`src/rtl/piso_pkg.sv`:
```
// Shared types and constants for the piso_tx parallel-in/serial-out transmitter.
package piso_pkg;

  typedef enum logic [1:0] {
    IDLE  = 2'd0,
    SHIFT = 2'd1,
    DONE  = 2'd2
  } piso_state_e;

  // Level driven on sout whenever no data bit is being presented.
  localparam logic IDLE_LEVEL = 1'b0;

endpackage

```
`src/rtl/piso_tx_if.sv`:
```
// Load handshake, serial output pair and debug view of the piso_tx transmitter.
interface piso_tx_if #(
  parameter int WIDTH = 8
);
  import piso_pkg::*;

  localparam int CW = $clog2(WIDTH);

  // A word transfers on a rising edge where load_valid && load_ready; load_ready
  // is high in IDLE and DONE only, and load_valid may drop once the edge passes.
  logic [WIDTH-1:0] din;
  logic             load_valid;
  logic             load_ready;
  logic             en;
  logic             sout;
  logic             sout_n;
  logic             sout_valid;
  logic             busy;
  logic             done;
  piso_state_e      dbg_state;
  logic [CW-1:0]    dbg_cnt;

  modport master (
    output din, load_valid, en,
    input  load_ready, sout, sout_n, sout_valid, busy, done, dbg_state, dbg_cnt
  );

  modport slave (
    input  din, load_valid, en,
    output load_ready, sout, sout_n, sout_valid, busy, done, dbg_state, dbg_cnt
  );

endinterface

```
`src/rtl/piso_bit_counter.sv`:
```
// Modulo-WIDTH bit counter: synchronous clear, count enable, terminal-count flag.
module piso_bit_counter #(
  parameter int WIDTH = 8,
  localparam int CW = $clog2(WIDTH)
) (
  input  logic          clk,
  input  logic          rst,
  input  logic          clr_i,
  input  logic          en_i,
  output logic [CW-1:0] cnt_o,
  output logic          tc_o
);

  localparam logic [CW-1:0] LAST = CW'(WIDTH - 1);

  logic [CW-1:0] cnt_q;
  logic [CW-1:0] cnt_d;

  always_comb begin
    cnt_d = cnt_q;
    if (clr_i) begin
      cnt_d = '0;
    end else if (en_i) begin
      cnt_d = (cnt_q == LAST) ? '0 : cnt_q + CW'(1);
    end
  end

  always_ff @(posedge clk or posedge rst) begin
    if (rst) begin
      cnt_q <= '0;
    end else begin
      cnt_q <= cnt_d;
    end
  end

  assign cnt_o = cnt_q;
  assign tc_o  = (cnt_q == LAST);

endmodule

```
`src/rtl/piso_tx.sv`:
```
// Parallel-in/serial-out transmitter: loads a word on a valid/ready handshake and
// shifts it out one bit per en tick on a registered complementary pair.
module piso_tx
  import piso_pkg::*;
#(
  parameter int WIDTH     = 8,
  parameter bit MSB_FIRST = 1'b1
) (
  input  logic     clk,
  input  logic     rst,
  piso_tx_if.slave bus
);

  localparam int CW = $clog2(WIDTH);

  piso_state_e      state_q, state_d;
  logic [WIDTH-1:0] shreg_q, shreg_d;
  logic             sout_q, sout_d;
  logic             sout_n_q;
  logic             cnt_clr;
  logic             cnt_en;
  logic             cnt_tc;
  logic [CW-1:0]    cnt;

  function automatic logic out_bit(input logic [WIDTH-1:0] v);
    return MSB_FIRST ? v[WIDTH-1] : v[0];
  endfunction

  piso_bit_counter #(.WIDTH(WIDTH)) u_cnt (
    .clk   (clk),
    .rst   (rst),
    .clr_i (cnt_clr),
    .en_i  (cnt_en),
    .cnt_o (cnt),
    .tc_o  (cnt_tc)
  );

  always_comb begin
    state_d = state_q;
    shreg_d = shreg_q;
    cnt_clr = 1'b0;
    cnt_en  = 1'b0;
    case (state_q)
      IDLE, DONE: begin
        state_d = IDLE;
        if (bus.load_valid) begin
          shreg_d = bus.din;
          cnt_clr = 1'b1;
          state_d = SHIFT;
        end
      end
      SHIFT: begin
        if (bus.en) begin
          // The final bit stays on sout for its whole tick; only the state moves on.
          if (cnt_tc) begin
            state_d = DONE;
          end else begin
            shreg_d = MSB_FIRST ? {shreg_q[WIDTH-2:0], 1'b0}
                                : {1'b0, shreg_q[WIDTH-1:1]};
            cnt_en  = 1'b1;
          end
        end
      end
      default: state_d = IDLE;
    endcase
    sout_d = (state_d == SHIFT) ? out_bit(shreg_d) : IDLE_LEVEL;
  end

  always_ff @(posedge clk or posedge rst) begin
    if (rst) begin
      state_q  <= IDLE;
      shreg_q  <= '0;
      sout_q   <= IDLE_LEVEL;
      sout_n_q <= ~IDLE_LEVEL;
    end else begin
      state_q  <= state_d;
      shreg_q  <= shreg_d;
      sout_q   <= sout_d;
      sout_n_q <= ~sout_d;
    end
  end

  assign bus.load_ready = (state_q != SHIFT);
  assign bus.busy       = (state_q == SHIFT);
  assign bus.sout_valid = (state_q == SHIFT);
  assign bus.done       = (state_q == DONE);
  assign bus.sout       = sout_q;
  assign bus.sout_n     = sout_n_q;
  assign bus.dbg_state  = state_q;
  assign bus.dbg_cnt    = cnt;

endmodule

```
`src/flat_wrapper.sv`:
```
// flat-port wrapper written by rule: the top's interface ports become plain ports
module piso_tx_flat import piso_pkg::*;
#(
  parameter int WIDTH     = 8,
  parameter bit MSB_FIRST = 1'b1
)
  (clk, rst, bus_din, bus_load_valid, bus_en, bus_load_ready, bus_sout, bus_sout_n, bus_sout_valid, bus_busy, bus_done, bus_dbg_state, bus_dbg_cnt);
  piso_tx_if #(.WIDTH(WIDTH)) bus_i ();
  input  logic clk;
  input  logic rst;
  input wire logic [$bits(bus_i.din)-1:0] bus_din;
  input wire logic [$bits(bus_i.load_valid)-1:0] bus_load_valid;
  input wire logic [$bits(bus_i.en)-1:0] bus_en;
  output wire logic [$bits(bus_i.load_ready)-1:0] bus_load_ready;
  output wire logic [$bits(bus_i.sout)-1:0] bus_sout;
  output wire logic [$bits(bus_i.sout_n)-1:0] bus_sout_n;
  output wire logic [$bits(bus_i.sout_valid)-1:0] bus_sout_valid;
  output wire logic [$bits(bus_i.busy)-1:0] bus_busy;
  output wire logic [$bits(bus_i.done)-1:0] bus_done;
  output wire logic [$bits(bus_i.dbg_state)-1:0] bus_dbg_state;
  output wire logic [$bits(bus_i.dbg_cnt)-1:0] bus_dbg_cnt;
  assign bus_i.din = bus_din;
  assign bus_i.load_valid = bus_load_valid;
  assign bus_i.en = bus_en;
  assign bus_load_ready = bus_i.load_ready;
  assign bus_sout = bus_i.sout;
  assign bus_sout_n = bus_i.sout_n;
  assign bus_sout_valid = bus_i.sout_valid;
  assign bus_busy = bus_i.busy;
  assign bus_done = bus_i.done;
  assign bus_dbg_state = bus_i.dbg_state;
  assign bus_dbg_cnt = bus_i.dbg_cnt;
  piso_tx #(.WIDTH(WIDTH), .MSB_FIRST(MSB_FIRST)) u_core (.clk(clk), .rst(rst), .bus(bus_i));
endmodule
```
`config.mk`:
```
export PLATFORM = sky130hd
export DESIGN_NAME = piso_tx_flat
export DESIGN_NICKNAME = d
export VERILOG_FILES = /design/src/rtl/piso_pkg.sv /design/src/rtl/piso_tx_if.sv /design/src/rtl/piso_bit_counter.sv /design/src/rtl/piso_tx.sv /design/src/flat_wrapper.sv
export SDC_FILE = /design/constraint.sdc
export NUM_CORES = 1
export LEC_CHECK = 0
export CORE_ASPECT_RATIO = 2
export CORE_MARGIN = 2
export CORE_UTILIZATION = 25
export CTS_CLUSTER_SIZE = 30
export DETAILED_ROUTE_END_ITERATION = 12
export DONT_BUFFER_PORTS = 1
export MAX_ROUTING_LAYER = met4
export PLACE_DENSITY_LB_ADDON = 0.3
export SETUP_SLACK_MARGIN = 0.2
export SYNTH_ARGS = -nofsm -noshare
export SYNTH_HDL_FRONTEND = slang
export SYNTH_SLANG_ARGS = --single-unit
```
`constraint.sdc`:
```
create_clock -name clk -period 3 [get_ports clk]
set_clock_uncertainty 0.1 [all_clocks]
set_input_delay 0.45 -clock clk [delete_from_list [all_inputs] [get_ports clk]]
set_output_delay 0.45 -clock clk [all_outputs]
set_load 0.01 [all_outputs]
```
==> flow_summary.json <==
{
  "outcome": "complete, no violations",
  "antenna_found_initial": 0,
  "reg2reg_to": "u_core.shreg_q[6]$_DFFE_PP0P_",
  "dieHeight_um": 79.4,
  "critPathTopFamily": "flip-flops",
  "ys_seq_area_share_pct": 53.0,
  "design_area_um2": 785,
  "yosys.area.top_type": "dfrtp_1",
  "tritoncts": "built",
  "fp.dieW_um": 41.7,
  "yosys_warnings": 0,
  "gp_congestion": 0.692,
  "p_sw_share_pct": 35.9,
  "crit_arrival_ns": 1.43,
  "rsz0062_at_grt": "no",
  "wirelength_mm": 1.37,
  "cts.sinks": 15,
  "cts_resized": 0,
  "core_mm2": 0.00274,
  "rows": 27,
  "cts_buffers": 3,
  "post-route-period-util_pct": 66.1,
  "tns_ns": 0,
  "crit_chain": "nor2b_1 -> inv_1",
  "crit_buf_inv": 1,
  "cts_max_level": 1,
  "grt_pass1_wl_mm": 2.26,
  "power_frac_seq_pct": 45.3,
  "cts-root-buf": "clkbuf_8",
  "worst_hold_path_type": "in2async",
  "drive_gt1_share_pct": 12.5,
  "ant_nets": 0,
  "power.internal_w": 0.000526,
  "ir_worst_vdd_mv": 0.380,
  "cp.depth": 2,
  "netlist_area_um2": 711,
  "path_max_fanout": 7,
  "drtPass1Iterations": 3,
  "yosysUniqueCellTypes": 23,
  "max_stage_delay_ns": 0.51,
  "n_fill_cell": 279,
  "cts_setup_buffers": 0,
  "r2r-start": "u_core.u_cnt.cnt_o[0]$_DFFE_PP0P_",
  "hpwl_mm": 1.08,
  "area_delta_synth_final_pct": 10.4,
  "cts_hold_repair.buffers": 0,
  "cts.clk_slew.worst_paths_ns": 0.06,
  "final_util_pct": 28.7,
  "p_sw_w": 0.000295,
  "grt_usage_pct": 9.42,
  "wl_per_cell_um": 14.7,
  "grt_pass1_vias": 488,
  "synthCells": 61,
  "slowest_stage": "dfrtp_1",
  "synth_area_leaders": "dfrtp_1, a21o_1, a22o_1",
  "critPathLaunchType": "register",
  "initialDrtViolationCount": 18,
  "cap_violations": 0,
  "routed_via_density": 4.97,
  "tightest_slew_ns": 0.580,
  "dr_total_vias": 462,
  "clkPwrFrac_pct": 19.6,
  "worstSetupEndpointType": "primary output",
  "n_antenna_cell": 0,
  "syn_nets": 75,
  "die_area_mm2": 0.00331,
  "cts_buffer_depth": 2,
  "ios": 23,
  "clkLatencyLatePin_ns": 0.25,
  "gr-total-overflow": 0,
  "start_util_pct": 26.0,
  "port_buffers": 0,
  "p_per_area_mw_per_mm2": 1050,
  "grt_start_max_net_pins": 16,
  "netlist.area_leader.share_pct": 49.3,
  "leakagePower_nw": 0.407,
  "power_frac_comb_pct": 35.0,
  "period_minus_slack_ns": 1.98,
  "syn_avg_cell_area_um2": 11.7,
  "place_area_um2": 738,
  "critPathRequiredTime_ns": 2.45,
  "nets": 79,
  "slew_headroom_pct": 61.3,
  "synth_seq_cells": 15,
  "hold_viol_final": 0,
  "critical_path_class": "reg2out",
  "fmax_mhz": 504,
  "setup_viol": 0,
  "ff2ff_setup_slack_ns": 1.02,
  "drv_slew": 0,
  "post-route-drc-count": 0,
  "r2r.worst_path.cells": 5
}
-- layout by cell type, fill, tap and decap left out --
cell type,Yosys,final
nor2b_1,3,3
mux2i_1,2,2
a21o_1,7,7
o211ai_1,2,2
and2_1,1,1
dfstp_2,1,1
xnor2_1,1,1
ha_1,2,2
clkbuf_8,0,3
nand2_1,3,3
clkinv_2,0,1
nand4bb_1,1,1
nor3b_1,1,1
nor2_1,5,5
buf_4,1,2
o21ai_1,1,1
nand3_1,1,1
nand2b_1,1,1
inv_1,4,4
dfrtp_1,14,14
nor4bb_4,1,1
and3_1,1,1
a22o_1,6,6
-- registers in the layout, summed over array words and instances, names as in the netlist --
register	count
u_core.shreg_q	8
u_core.u_cnt.cnt_o	3
u_core.bus.dbg_state	2
u_core.bus.sout	1
u_core.bus.sout_n	1
-- final cells by class --
| type | count | area, um^2 | share of cell area (%) |
|---|---|---|---|
| flip-flops and latches | 15 | 377 | 48.0 |
| multi-input cells | 39 | 295 | 37.6 |
| clock buffers | 3 | 41.3 | 5.26 |
| well taps | 29 | 36.3 | 4.63 |
| repair buffers | 2 | 15.0 | 1.91 |
| inverters | 4 | 15.0 | 1.91 |
| clock inverters | 1 | 5.00 | 0.638 |
-- power groups by stage --
stage          Clock (W)  Sequential, W  Combinational, W
2_1_floorplan          0       0.000358          0.000258
3_3_place_gp           0       0.000376          0.000288
3_5_place_dp           0       0.000379          0.000293
4_1_cts         0.000168       0.000375          0.000296
5_1_grt         0.000177       0.000385          0.000329
6_report        0.000161       0.000373          0.000288
-- layer usage --
layer	share of wire [%]	global-route usage [%]	vias up
met3	3.6	1.81	6
met4	3.4	7.74	0
li1	-	-	219
met1	38	9.59	224
met5	0	-	-
met2	55	15.3	13
-- Yosys cell counts (all sizes together) --
library cell and count:
o211ai 2, nand3 1, a21o 7, nand2b 1, a22o 6, inv 4, nor4bb 1, and2 1
dfrtp 14, dfstp 1, buf 3, xnor2 1, and3 1, nor3b 1, nor2b 3, nand2 3
nor2 5, nand4bb 1, mux2i 2, ha 2, o21ai 1
-- kinds of logic (layout without fill, tap and decap cells) --
group	count (synthesis)	in the layout	synth area share, %
xor gates and xnor gates	1	1	1.23
adders and majority gates	2	2	3.52
muxes	2	2	2.82
buffers and inverters	7	10	5.46
and+or+nand+nor	18	18	16.4
DFF	15	15	53.0
AOI/OAI and AO/OA	16	16	17.6
-- through the flow --
step | cells | setup WS (ns) | hold slack (ns) | total power, W
2_1_floorplan | 61 | 1.25 | 0.251 | 0.000616
3_3_place_gp | 89 | 1.04 | 0.337 | 0.000663
3_5_place_dp | 89 | 0.983 | 0.342 | 0.000672
4_1_cts | 93 | 0.969 | 0.0674 | 0.000839
5_1_grt | 93 | 0.873 | 0.100 | 0.000891
6_report | 93 | 1.02 | 0.0463 | 0.000822
-- how the worst max path moves through the flow --
| stage | slack, ns | endpoint | startpoint |
|---|---|---|---|
| after floorplan | 1.25 | u_core.u_cnt.cnt_o[1]$_DFFE_PP0P_ | u_core.u_cnt.cnt_o[0]$_DFFE_PP0P_ |
| after global placement | 1.04 | u_core.shreg_q[6]$_DFFE_PP0P_ | u_core.u_cnt.cnt_o[0]$_DFFE_PP0P_ |
| after detailed placement | 0.98 | u_core.shreg_q[6]$_DFFE_PP0P_ | u_core.u_cnt.cnt_o[0]$_DFFE_PP0P_ |
| after CTS | 0.97 | u_core.shreg_q[6]$_DFFE_PP0P_ | u_core.u_cnt.cnt_o[0]$_DFFE_PP0P_ |
| after global routing | 0.87 | u_core.shreg_q[6]$_DFFE_PP0P_ | u_core.u_cnt.cnt_o[0]$_DFFE_PP0P_ |
| final | 1.02 | bus_load_ready | u_core.bus.dbg_state[0]$_DFF_PP0_ |
(Power assumes the default switching activity.)
